$ cat src/rtl/ps2_pkg.sv
// ----------------------------------------------------------------------------
// ps2_pkg
// Shared definitions for the PS/2 keyboard controller:
//   - the E0 (extended) and F0 (break) prefix byte values
//   - the decoder state encoding
//   - the 10-bit key event record {ext, brk, code} held in the event FIFO
//   - scan codes of the modifier keys (used when PS2_KEY_MODS_EN is defined)
//   - a parity helper for the frame receiver
// ----------------------------------------------------------------------------
package ps2_pkg;

    localparam logic [7:0] PS2_PFX_EXT = 8'hE0;
    localparam logic [7:0] PS2_PFX_BRK = 8'hF0;

    // Modifier scan codes. Left/right GUI share the E0 prefix; ctrl and alt
    // use the same code for both sides and are told apart by the E0 prefix.
    localparam logic [7:0] PS2_SC_LSHIFT = 8'h12;
    localparam logic [7:0] PS2_SC_RSHIFT = 8'h59;
    localparam logic [7:0] PS2_SC_CTRL   = 8'h14;
    localparam logic [7:0] PS2_SC_ALT    = 8'h11;
    localparam logic [7:0] PS2_SC_LGUI   = 8'h1F;
    localparam logic [7:0] PS2_SC_RGUI   = 8'h27;

    // Prefix decoder states.
    typedef enum logic [1:0] {
        DEC_IDLE     = 2'd0,
        DEC_GOT_E0   = 2'd1,
        DEC_GOT_F0   = 2'd2,
        DEC_GOT_E0F0 = 2'd3
    } dec_state_e;

    // One key event as stored in the FIFO.
    typedef struct packed {
        logic       ext;
        logic       brk;
        logic [7:0] code;
    } key_evt_t;

    // PS/2 uses odd parity: data bits plus the parity bit hold an odd
    // number of ones.
    function automatic logic ps2_parity_ok(input logic [7:0] data,
                                           input logic       par);
        return ^{data, par};
    endfunction

endpackage

$ cat src/rtl/ps2_rx_frame.sv
// ----------------------------------------------------------------------------
// ps2_rx_frame
// Oversampling PS/2 frame receiver in the clk domain.
//   clk, rst    : system clock, synchronous active-high reset
//   ps2_clk     : raw PS/2 clock (asynchronous, double-flopped here)
//   ps2_data    : raw PS/2 data  (asynchronous, double-flopped here)
//   byte_valid  : one-cycle pulse, rx_byte holds a correctly framed byte
//   rx_byte     : received data byte
//   frame_err   : one-cycle pulse on start/parity/stop error or timeout
//   busy        : a frame is in progress (start bit seen, stop not yet)
// Frame: start(0), 8 data bits LSB first, odd parity, stop(1); every bit is
// taken on a falling edge of the synchronised ps2_clk.
// ----------------------------------------------------------------------------
module ps2_rx_frame
    import ps2_pkg::*;
#(
    parameter int TIMEOUT_CYCLES = 50000
) (
    input  logic       clk,
    input  logic       rst,
    input  logic       ps2_clk,
    input  logic       ps2_data,
    output logic       byte_valid,
    output logic [7:0] rx_byte,
    output logic       frame_err,
    output logic       busy
);

    localparam int TO_W = $clog2(TIMEOUT_CYCLES + 1);
    localparam logic [TO_W-1:0] TO_LIMIT = TO_W'(TIMEOUT_CYCLES);

    logic            clk_s1_q, clk_s1_d;
    logic            clk_s2_q, clk_s2_d;
    logic            clk_s3_q, clk_s3_d;
    logic            data_s1_q, data_s1_d;
    logic            data_s2_q, data_s2_d;
    logic [3:0]      bit_cnt_q, bit_cnt_d;
    logic [7:0]      shift_q, shift_d;
    logic            par_q, par_d;
    logic            busy_q, busy_d;
    logic [TO_W-1:0] to_cnt_q, to_cnt_d;
    logic [7:0]      byte_q, byte_d;
    logic            byte_valid_q, byte_valid_d;
    logic            frame_err_q, frame_err_d;
    logic            fall;

    // clk_s3 is the previous cycle's synchronised clock, so a 1->0 step
    // between the last two synchronised samples marks a falling edge.
    assign fall = clk_s3_q & ~clk_s2_q;

    // Deserializer and timeout. The bit counter runs 0..10; 0 means idle
    // and waiting for a start bit. A bad start bit reports an error but
    // leaves the counter at 0 so the next edge is again treated as a start.
    always_comb begin
        clk_s1_d     = ps2_clk;
        clk_s2_d     = clk_s1_q;
        clk_s3_d     = clk_s2_q;
        data_s1_d    = ps2_data;
        data_s2_d    = data_s1_q;
        bit_cnt_d    = bit_cnt_q;
        shift_d      = shift_q;
        par_d        = par_q;
        busy_d       = busy_q;
        byte_d       = byte_q;
        byte_valid_d = 1'b0;
        frame_err_d  = 1'b0;
        to_cnt_d     = busy_q ? (to_cnt_q + 1'b1) : '0;

        if (fall) begin
            to_cnt_d = '0;
            if (bit_cnt_q == 4'd0) begin
                if (data_s2_q) begin
                    frame_err_d = 1'b1;
                end else begin
                    bit_cnt_d = 4'd1;
                    busy_d    = 1'b1;
                end
            end else if (bit_cnt_q <= 4'd8) begin
                shift_d   = {data_s2_q, shift_q[7:1]};
                bit_cnt_d = bit_cnt_q + 4'd1;
            end else if (bit_cnt_q == 4'd9) begin
                par_d     = data_s2_q;
                bit_cnt_d = 4'd10;
            end else begin
                bit_cnt_d = 4'd0;
                busy_d    = 1'b0;
                if (ps2_parity_ok(shift_q, par_q) && data_s2_q) begin
                    byte_valid_d = 1'b1;
                    byte_d       = shift_q;
                end else begin
                    frame_err_d = 1'b1;
                end
            end
        end else if (busy_q && (to_cnt_q == TO_LIMIT)) begin
            bit_cnt_d   = 4'd0;
            busy_d      = 1'b0;
            frame_err_d = 1'b1;
            to_cnt_d    = '0;
        end
    end

    // Synchronisers reset to 1 (idle line level) so reset release cannot
    // look like a falling edge.
    always_ff @(posedge clk) begin
        if (rst) begin
            clk_s1_q     <= 1'b1;
            clk_s2_q     <= 1'b1;
            clk_s3_q     <= 1'b1;
            data_s1_q    <= 1'b1;
            data_s2_q    <= 1'b1;
            bit_cnt_q    <= 4'd0;
            shift_q      <= 8'd0;
            par_q        <= 1'b0;
            busy_q       <= 1'b0;
            to_cnt_q     <= '0;
            byte_q       <= 8'd0;
            byte_valid_q <= 1'b0;
            frame_err_q  <= 1'b0;
        end else begin
            clk_s1_q     <= clk_s1_d;
            clk_s2_q     <= clk_s2_d;
            clk_s3_q     <= clk_s3_d;
            data_s1_q    <= data_s1_d;
            data_s2_q    <= data_s2_d;
            bit_cnt_q    <= bit_cnt_d;
            shift_q      <= shift_d;
            par_q        <= par_d;
            busy_q       <= busy_d;
            to_cnt_q     <= to_cnt_d;
            byte_q       <= byte_d;
            byte_valid_q <= byte_valid_d;
            frame_err_q  <= frame_err_d;
        end
    end

    assign byte_valid = byte_valid_q;
    assign rx_byte    = byte_q;
    assign frame_err  = frame_err_q;
    assign busy       = busy_q;

endmodule

$ cat src/rtl/ps2_key_ctrl.sv
// ----------------------------------------------------------------------------
// ps2_key_ctrl
// PS/2 keyboard controller: frame receiver, E0/F0 prefix decoder and a
// key-event FIFO with a valid/ready interface.
//   clk, rst      : system clock, synchronous active-high reset
//   ps2_clk/data  : raw PS/2 lines
//   evt_valid     : FIFO head holds an event
//   evt_ready     : consumer takes the head this cycle
//   evt_code      : head scan code
//   evt_ext       : head had an E0 prefix
//   evt_brk       : head is a break (F0 prefix)
//   frame_err     : one-cycle pulse on a bad or timed-out frame
//   overflow      : sticky, an event was dropped on a full FIFO
//   ovf_clr       : clears overflow (a simultaneous drop wins)
//   busy          : receiver is mid-frame
//   mods[3:0]     : {gui, alt, ctrl, shift}, only with PS2_KEY_MODS_EN
// Optional feature macro: PS2_KEY_MODS_EN (modifier tracking output).
// ----------------------------------------------------------------------------
module ps2_key_ctrl
    import ps2_pkg::*;
#(
    parameter int FIFO_DEPTH     = 8,
    parameter int TIMEOUT_CYCLES = 50000
) (
    input  logic       clk,
    input  logic       rst,
    input  logic       ps2_clk,
    input  logic       ps2_data,
    output logic       evt_valid,
    input  logic       evt_ready,
    output logic [7:0] evt_code,
    output logic       evt_ext,
    output logic       evt_brk,
    output logic       frame_err,
    output logic       overflow,
    input  logic       ovf_clr,
    output logic       busy
`ifdef PS2_KEY_MODS_EN
    ,
    output logic [3:0] mods
`endif
);

    localparam int PTR_W = (FIFO_DEPTH > 1) ? $clog2(FIFO_DEPTH) : 1;
    localparam logic [PTR_W:0] FIFO_FULL = (PTR_W + 1)'(FIFO_DEPTH);

    logic       rx_valid;
    logic [7:0] rx_byte;
    logic       rx_err;
    logic       rx_busy;

    ps2_rx_frame #(
        .TIMEOUT_CYCLES(TIMEOUT_CYCLES)
    ) u_rx (
        .clk       (clk),
        .rst       (rst),
        .ps2_clk   (ps2_clk),
        .ps2_data  (ps2_data),
        .byte_valid(rx_valid),
        .rx_byte   (rx_byte),
        .frame_err (rx_err),
        .busy      (rx_busy)
    );

    assign frame_err = rx_err;
    assign busy      = rx_busy;

    dec_state_e     state_q, state_d;
    logic           push_q, push_d;
    key_evt_t       push_evt_q, push_evt_d;

    // Prefix decoder. Prefix bytes only move the state; every other byte
    // produces exactly one event, tagged by the prefixes seen before it.
    // In GOT_F0 an E0 is taken as an ordinary code (break of code E0).
    always_comb begin
        state_d    = state_q;
        push_d     = 1'b0;
        push_evt_d = push_evt_q;

        if (rx_err) begin
            state_d = DEC_IDLE;
        end else if (rx_valid) begin
            case (state_q)
                DEC_IDLE: begin
                    if (rx_byte == PS2_PFX_EXT) begin
                        state_d = DEC_GOT_E0;
                    end else if (rx_byte == PS2_PFX_BRK) begin
                        state_d = DEC_GOT_F0;
                    end else begin
                        push_d          = 1'b1;
                        push_evt_d.ext  = 1'b0;
                        push_evt_d.brk  = 1'b0;
                        push_evt_d.code = rx_byte;
                    end
                end
                DEC_GOT_E0: begin
                    if (rx_byte == PS2_PFX_BRK) begin
                        state_d = DEC_GOT_E0F0;
                    end else if (rx_byte != PS2_PFX_EXT) begin
                        push_d          = 1'b1;
                        push_evt_d.ext  = 1'b1;
                        push_evt_d.brk  = 1'b0;
                        push_evt_d.code = rx_byte;
                        state_d         = DEC_IDLE;
                    end
                end
                DEC_GOT_F0: begin
                    if (rx_byte != PS2_PFX_BRK) begin
                        push_d          = 1'b1;
                        push_evt_d.ext  = 1'b0;
                        push_evt_d.brk  = 1'b1;
                        push_evt_d.code = rx_byte;
                        state_d         = DEC_IDLE;
                    end
                end
                DEC_GOT_E0F0: begin
                    push_d          = 1'b1;
                    push_evt_d.ext  = 1'b1;
                    push_evt_d.brk  = 1'b1;
                    push_evt_d.code = rx_byte;
                    state_d         = DEC_IDLE;
                end
                default: state_d = DEC_IDLE;
            endcase
        end
    end

    always_ff @(posedge clk) begin
        if (rst) begin
            state_q    <= DEC_IDLE;
            push_q     <= 1'b0;
            push_evt_q <= '0;
        end else begin
            state_q    <= state_d;
            push_q     <= push_d;
            push_evt_q <= push_evt_d;
        end
    end

    // Event FIFO. A full FIFO still accepts a push when the head is popped
    // in the same cycle; otherwise the push is dropped and flagged.
    key_evt_t         mem_q [FIFO_DEPTH];
    key_evt_t         head_evt;
    logic [PTR_W-1:0] wr_ptr_q, wr_ptr_d;
    logic [PTR_W-1:0] rd_ptr_q, rd_ptr_d;
    logic [PTR_W:0]   count_q, count_d;
    logic             overflow_q, overflow_d;
    logic             fifo_full;
    logic             pop;
    logic             wr_en;
    logic             drop;

    assign evt_valid = (count_q != '0);
    assign fifo_full = (count_q == FIFO_FULL);
    assign pop       = evt_valid && evt_ready;
    assign wr_en     = push_q && (!fifo_full || pop);
    assign drop      = push_q && fifo_full && !pop;

    always_comb begin
        wr_ptr_d   = wr_ptr_q;
        rd_ptr_d   = rd_ptr_q;
        count_d    = count_q;
        overflow_d = overflow_q;

        if (wr_en) begin
            wr_ptr_d = wr_ptr_q + 1'b1;
        end
        if (pop) begin
            rd_ptr_d = rd_ptr_q + 1'b1;
        end
        if (wr_en && !pop) begin
            count_d = count_q + 1'b1;
        end else if (pop && !wr_en) begin
            count_d = count_q - 1'b1;
        end

        if (drop) begin
            overflow_d = 1'b1;
        end else if (ovf_clr) begin
            overflow_d = 1'b0;
        end
    end

    always_ff @(posedge clk) begin
        if (rst) begin
            wr_ptr_q   <= '0;
            rd_ptr_q   <= '0;
            count_q    <= '0;
            overflow_q <= 1'b0;
        end else begin
            wr_ptr_q   <= wr_ptr_d;
            rd_ptr_q   <= rd_ptr_d;
            count_q    <= count_d;
            overflow_q <= overflow_d;
        end
    end

    // Storage needs no reset: entries are only visible while count_q > 0.
    always_ff @(posedge clk) begin
        if (wr_en) begin
            mem_q[wr_ptr_q] <= push_evt_q;
        end
    end

    assign head_evt = mem_q[rd_ptr_q];
    assign evt_code = evt_valid ? head_evt.code : 8'd0;
    assign evt_ext  = evt_valid ? head_evt.ext  : 1'b0;
    assign evt_brk  = evt_valid ? head_evt.brk  : 1'b0;
    assign overflow = overflow_q;

`ifdef PS2_KEY_MODS_EN
    // Per-key flags: [0] lshift [1] rshift [2] lctrl [3] rctrl
    //                [4] lalt   [5] ralt   [6] lgui  [7] rgui
    // Updated on every decoded event, whether or not the FIFO kept it.
    logic [7:0] mod_flags_q, mod_flags_d;
    logic       mod_set;

    always_comb begin
        mod_flags_d = mod_flags_q;
        mod_set     = ~push_evt_q.brk;
        if (push_q) begin
            if (!push_evt_q.ext && (push_evt_q.code == PS2_SC_LSHIFT)) mod_flags_d[0] = mod_set;
            if (!push_evt_q.ext && (push_evt_q.code == PS2_SC_RSHIFT)) mod_flags_d[1] = mod_set;
            if (!push_evt_q.ext && (push_evt_q.code == PS2_SC_CTRL))   mod_flags_d[2] = mod_set;
            if ( push_evt_q.ext && (push_evt_q.code == PS2_SC_CTRL))   mod_flags_d[3] = mod_set;
            if (!push_evt_q.ext && (push_evt_q.code == PS2_SC_ALT))    mod_flags_d[4] = mod_set;
            if ( push_evt_q.ext && (push_evt_q.code == PS2_SC_ALT))    mod_flags_d[5] = mod_set;
            if ( push_evt_q.ext && (push_evt_q.code == PS2_SC_LGUI))   mod_flags_d[6] = mod_set;
            if ( push_evt_q.ext && (push_evt_q.code == PS2_SC_RGUI))   mod_flags_d[7] = mod_set;
        end
    end

    always_ff @(posedge clk) begin
        if (rst) begin
            mod_flags_q <= 8'd0;
        end else begin
            mod_flags_q <= mod_flags_d;
        end
    end

    assign mods = {|mod_flags_q[7:6], |mod_flags_q[5:4],
                   |mod_flags_q[3:2], |mod_flags_q[1:0]};
`endif

endmodule

$ cat config.mk
export PLATFORM = sky130hd
export DESIGN_NAME = ps2_key_ctrl
export DESIGN_NICKNAME = d
export VERILOG_FILES = /design/src/rtl/ps2_pkg.sv /design/src/rtl/ps2_rx_frame.sv /design/src/rtl/ps2_key_ctrl.sv
export SDC_FILE = /design/constraint.sdc
export NUM_CORES = 1
export LEC_CHECK = 0
export CAP_MARGIN = 20
export CORE_UTILIZATION = 35
export CTS_CLUSTER_DIAMETER = 50
export CTS_CLUSTER_SIZE = 30
export DETAILED_ROUTE_END_ITERATION = 8
export GPL_TIMING_DRIVEN = 1
export PLACE_DENSITY = 0.54
export SLEW_MARGIN = 15
export SYNTH_ARGS = -nofsm -noshare
export SYNTH_HDL_FRONTEND = slang
export SYNTH_SLANG_ARGS = --single-unit
$ cat constraint.sdc
create_clock -name clk -period 3.01 [get_ports clk]
set_input_delay 0.602 -clock clk [delete_from_list [all_inputs] [get_ports clk]]
set_output_delay 0.602 -clock clk [all_outputs]
set_load 0.01 [all_outputs]
==> flow_summary_export.csv, run 1 <==
group,metric,value,unit
logic_synthesis,syn_inst,469,
critical_path,timing.rr.start,"count_q[0]",
placed_design,postPlaceCellArea,6770,µm²
sta,tightest_slew,671,ps
global_route,grt_max_degree,30,
critical_path,crit_fanout,20,
global_route,gr-total-overflow,0,
logic_synthesis,yosysWarnings,0,
critical_path,worst_path_max_delay_cell,"mux4_2",
drt,routed_via_density,4.86,
sta,drv_slew,0,
clock_network,cts_setup_buffers,0,
critical_path,critical_path_depth,5,
sta,rsz0062_at_grt,"no",
clock_network,clk_pin_slew,60,ps
floorplan,start_util,35.9,%
floorplan,rows,48,
critical_path,max_stage_delay,520,ps
drt,drc,0,
clock_network,cts_buffers,17,
power,p_leak,2.55,nW
critical_path,start_kind,"flop",
clock_network,clk_path_buf_depth,2,
drt,final_antenna_net_count,0,
floorplan,core_area,17400,µm²
sta,fin_crit_sh,95.1,%
run_status,outcome,"completed",
flow_run,cap_violations,0,
floorplan,die_area,18300,µm²
sta,period_minus_slack,2860,ps
critical_path,critical_path_required,2410,ps
placed_design,hpwl,7.51,mm
drt,drt-wirelength-per-cell,15.2,µm
clock_network,hold_buffers,0,
sta,slew_headroom,54.9,%
finish,fin_area,7380,µm²
hold_path,min_path_cells,1,
global_route,grt_pass1_vias,3618,
finish,layout-drive-gt1-share,15.0,%
critical_path,cp_top_family,"buffers and inverters",
drt,drtIter0Drc,196,
drt,routed_wl,11.3,mm
power,cellPowerDensity,689,nW/µm²
critical_path,worstPathArrival,2260,ps
finish,antennaDiodeCount,0,
placed_design,gp_congestion,0.711,
placed_design,io_buffers,19,
logic_synthesis,synth_nets,486,
clock_network,clock_sinks,152,
global_route,grtUsageTotal,13.6,%
drt,first_pass_iters,4,
critical_path,path_class,"reg2out",
finish,final_cell_mix,"edfxtp_1, nor2_1, dfxtp_1, mux2i_1, mux4_2",
logic_synthesis,ys.flop_type,"edfxtp_1",
floorplan,ioPinCount,20,
finish,area_growth,18.5,%
clock_network,cts_resized,0,
logic_synthesis,synth.avg_cell_area,13.3,µm²
floorplan,die_x,135,µm
clock_network,cts-root-buf,"clkbuf_16",
logic_synthesis,syn_area,6220,µm²
logic_synthesis,synth-edff-count,80,
global_route,grt_pass1_wl,18.3,mm
critical_path,path_cells,"buf_12, mux4_2, mux2i_1, nor2_1, clkdlybuf4s50_1",
critical_path,critPathBufInv,2,
global_route,antenna_found_initial,0,
sta,clock_skew,6.25,ps
logic_synthesis,synth_cell_types,50,
logic_synthesis,postSynth.asyncResetShare,0,%
critical_path,endpoint_kind,"output port",
logic_synthesis,yosysSeqAreaShare,61.7,%
critical_path,worst_r2r_path_depth,11,
sta,tns,0,ps
finish,nNetsFinal,526,
logic_synthesis,ys_ff_latch,152,
hold_path,hp-start,"u_rx.data_s1_q",
hold_path,hp-class,"reg2reg",
drt,route.vias.total,3624,
clock_network,worstSkewPairLatency,420,ps
clock_network,htree_levels,4,
finish,final_common_cell,"edfxtp_1",
sta,max_freq,349,MHz
power,ir_drop,0.531,mV
sta,setup-violations-final,0,
clock_network,cts_tree,"built",
sta,hold_violations,0,
floorplan,die_height,135,µm
-- through the flow --
step | hold slack (ps) | util (%) | power, W | setup slack, ps | std cells
6_report | 405 | 42.5 | 0.00509 | 148 | 746
3_5_place_dp | 399 | 39.0 | 0.00297 | 6.23 | 715
4_1_cts | 410 | 42.5 | 0.00515 | 100 | 746
2_1_floorplan | 389 | - | 0.00268 | 470 | 469
5_1_grt | 423 | 42.5 | 0.00529 | 27.5 | 746
3_3_place_gp | 394 | 39.0 | 0.00295 | 105 | 715
-- cell type report --
type                            count  area (µm²)
Clock inverter                     12         174
Fill cell                        1582        9980
Sequential cell                   152        3840
Clock buffer                       19         433
Multi-Input combinational cell    289        2270
Inverter                           12        45.0
Tap cell                          225         282
Timing Repair Buffer               37         333
-- worst paths after layout --
path | to | slack, ps
worst min-delay path | u_rx.data_s2_q | 400
worst max-delay path | evt_code[6] | 150
worst min register to register | u_rx.data_s2_q | 400
worst max register to register | count_q[3] | 440
-- kinds of logic after synthesis --
group | after synthesis | share of synthesized area, %
AO/OA/AOI/OAI | 35 | 3.56
XOR/XNOR | 27 | 4.26
multiplexers | 59 | 13.7
buffers and inverters | 28 | 1.91
flip-flops | 152 | 61.7
adder cells (fa/ha/maj) | 11 | 2.33
AND/OR/NAND/NOR | 157 | 12.5
-- worst register-to-register path: cells and delay by family, from the launching register on --
kind | cells | cell delay [ps]
AO/OA/AOI/OAI | 3 | 500
XOR/XNOR | 1 | 90
adder cells (fa/ha/maj) | 2 | 500
buffers and inverters | 2 | 230
flip-flops | 1 | 370
AND/OR/NAND/NOR | 3 | 800
-- cell usage after synthesis (all sizes together), types with 2 or more instances --
library cell | count | area, µm²
xnor2 | 7 | 61.3
mux4 | 20 | 450
mux2i | 39 | 403
dfxtp | 72 | 1440
nor3 | 6 | 30.0
nor4 | 4 | 31.3
o21ai | 7 | 35.0
a21oi | 16 | 83.8
nand2b | 9 | 56.3
nand3b | 3 | 35.0
inv | 12 | 45.0
a41oi | 2 | 17.5
a31oi | 2 | 12.5
nand3 | 11 | 55.1
ha | 10 | 125
a21o | 2 | 15.0
edfxtp | 80 | 2400
nand2 | 19 | 71.3
buf | 5 | 32.5
and4 | 2 | 17.5
xor2 | 18 | 158
and3 | 4 | 25.0
nor2b | 7 | 43.8
clkbuf | 11 | 41.3
nor2 | 74 | 278
nand4 | 5 | 31.3
or2 | 5 | 31.3
-- sequential cells by signal (all words and copies together), names as in the netlist, 2 cells and up, named ones only --
signal	cells
push_evt_q	10
wr_ptr_q	3
u_rx.to_cnt_q	16
rd_ptr_q	3
u_rx.rx_byte	8
count_q	4
mem_q	80
state_q	2
u_rx.shift_q	8
u_rx.bit_cnt_q	4
-- routing by layer --
layer | wire [µm] | up-vias | GRT usage (%)
met4 | 167 | 0 | 6.74
met2 | 5820 | 47 | 23.9
met3 | 280 | 13 | 3.40
met5 | 0 | - | 0
met1 | 5050 | 1769 | 15.2
li1 | - | 1795 | -
-- power by group --
group          switching [W]  internal [W]  leakage (nW)
logic               0.000320      0.000361         0.936
clock network       0.000799       0.00138         0.289
registers          0.0000346       0.00219          1.32
Note: power is estimated with default switching activity, not from simulation.
==> run 2: changes to the inputs <==
CORE_ASPECT_RATIO = 0.75   (was unset)
GPL_ROUTABILITY_DRIVEN = 0   (was unset)
==> flow_summary_export.csv, run 2 (synthesis results as in run 1) <==
group,metric,value,unit
run_status,outcome,"completed",
clock_network,cts_setup_buffers,0,
sta,setup-violations-final,0,
finish,largest_reg_flops,80,
finish,final_common_cell,"edfxtp_1",
critical_path,endpoint_kind,"output port",
clock_network,cts_tree,"built",
drt,routed_wl,11.9,mm
power,power,0.00508,W
clock_network,worstSkewPairLatency,430,ps
critical_path,worstPathArrival,2290,ps
sta,holdWs,413,ps
sta,fin_ws,120,ps
finish,antennaDiodeCount,0,
clock_network,cts_buffers,17,
drt,routed_via_density,4.80,
sta,hold_violations,0,
power,cellPowerDensity,689,nW/µm²
sta,fin_crit_sh,96.0,%
floorplan,die_x,156,µm
global_route,antenna_found_initial,0,
clock_network,htree_levels,4,
global_route,grt_max_degree,40,
finish,fin_util,43.1,%
finish,layout-drive-gt1-share,15.4,%
floorplan,ioPinCount,20,
drt,first_pass_iters,4,
finish,final_cell_mix,"edfxtp_1, nor2_1, dfxtp_1, mux2i_1, mux4_2",
placed_design,io_buffers,19,
finish,nNetsFinal,523,
drt,drt-wirelength-per-cell,15.8,µm
floorplan,rows,41,
finish,area_growth,18.4,%
global_route,grtUsageTotal,14.1,%
sta,max_freq,346,MHz
power,p_leak,2.54,nW
clock_network,cts-root-buf,"clkbuf_16",
sta,rsz0062_at_grt,"no",
finish,top_regs,"mem_q: 80 flops, u_rx.to_cnt_q: 16 flops, push_evt_q: 10 flops",
clock_network,clk_pin_slew,70,ps
placed_design,dp_slack,-17.8,ps
critical_path,path_class,"reg2out",
sta,drv_slew,0,
flow_run,cap_violations,0,
drt,route.vias.total,3624,
sta,tightest_slew,763,ps
clock_network,hold_buffers,0,
critical_path,start_kind,"flop",
floorplan,core_area,17100,µm²
sta,period_minus_slack,2890,ps
floorplan,start_util,36.4,%
clock_network,clock_sinks,152,
global_route,gr-total-overflow,0,
critical_path,critical_path_required,2410,ps
critical_path,timing.rr.start,"count_q[0]",
power,ir_drop,0.343,mV
placed_design,postPlaceCellArea,6760,µm²
placed_design,hpwl,7.69,mm
drt,final_antenna_net_count,0,
hold_path,hp-class,"reg2reg",
floorplan,die_area,18300,µm²
hold_path,hp-start,"u_rx.data_s1_q",
critical_path,crit_fanout,20,
floorplan,die_height,117,µm
global_route,grt_pass1_wl,19.3,mm
sta,clock_skew,18.0,ps
clock_network,clk_path_buf_depth,2,
global_route,grt_pass1_vias,3627,
finish,fin_area,7370,µm²
sta,slew_headroom,48.7,%
finish,fillers,1563,
drt,drtIter0Drc,229,
finish,largest-register,"mem_q",
clock_network,cts_resized,0,
drt,drc,0,
[run 2: cell count changes in the layout (fill, tap and decap cells not counted)]
cell        change
buf_4           -3
bufinv_16       -2
clkbuf_1        -2
clkinv_1        -2
clkinv_2        +1
clkinv_8        +1
clkinvlp_4      -2
inv_6           +4
inv_8           +3
[run 2: worst max-delay path: stages, from the launching register on]
cell and delay (ps):
dfxtp_1 360, buf_12 220, mux4_2 530, mux2i_1 200
nor2_1 70, clkdlybuf4s50_1 480
[run 2: metrics by stage]
| step | instances | setup TNS [ps] |
|---|---|---|
| after floorplan | 469 | 0 |
| after global placement | 723 | 0 |
| final | 755 | 0 |
| after detailed placement | 723 | -17.8 |
| after global routing | 755 | 0 |
| after CTS | 755 | 0 |
[run 2: per-layer routing]
layer	global-route usage, %	routed length [µm]	up-vias
met3	4.68	398	7
li1	-	-	1780
met5	0	0	-
met2	20.1	5290	43
met4	4.47	85	0
met1	19.9	6120	1794
[run 2: final timing paths]
path / slack, ps / cells after the start / endpoint
worst min register to register: 410 / 1 / u_rx.data_s2_q
worst min-delay path: 410 / 1 / u_rx.data_s2_q
worst max-delay path: 120 / 5 / evt_code[1]
worst max register to register: 470 / 11 / count_q[3]
[run 2: area by class of cell]
type / instances / area, µm² / share of cell area [%]
repair buffers: 34 / 310 / 4.21
inverters: 12 / 45.0 / 0.611
clock buffers: 17 / 425 / 5.77
well taps: 236 / 295 / 4.01
multi-input cells: 289 / 2270 / 30.8
clock inverters: 15 / 181 / 2.46
flip-flops and latches: 152 / 3840 / 52.2
[run 2: power by group]
part           switching [W]  internal, W
clock               0.000911      0.00126
sequential         0.0000345      0.00219
combinational       0.000319     0.000361
total                0.00127      0.00381
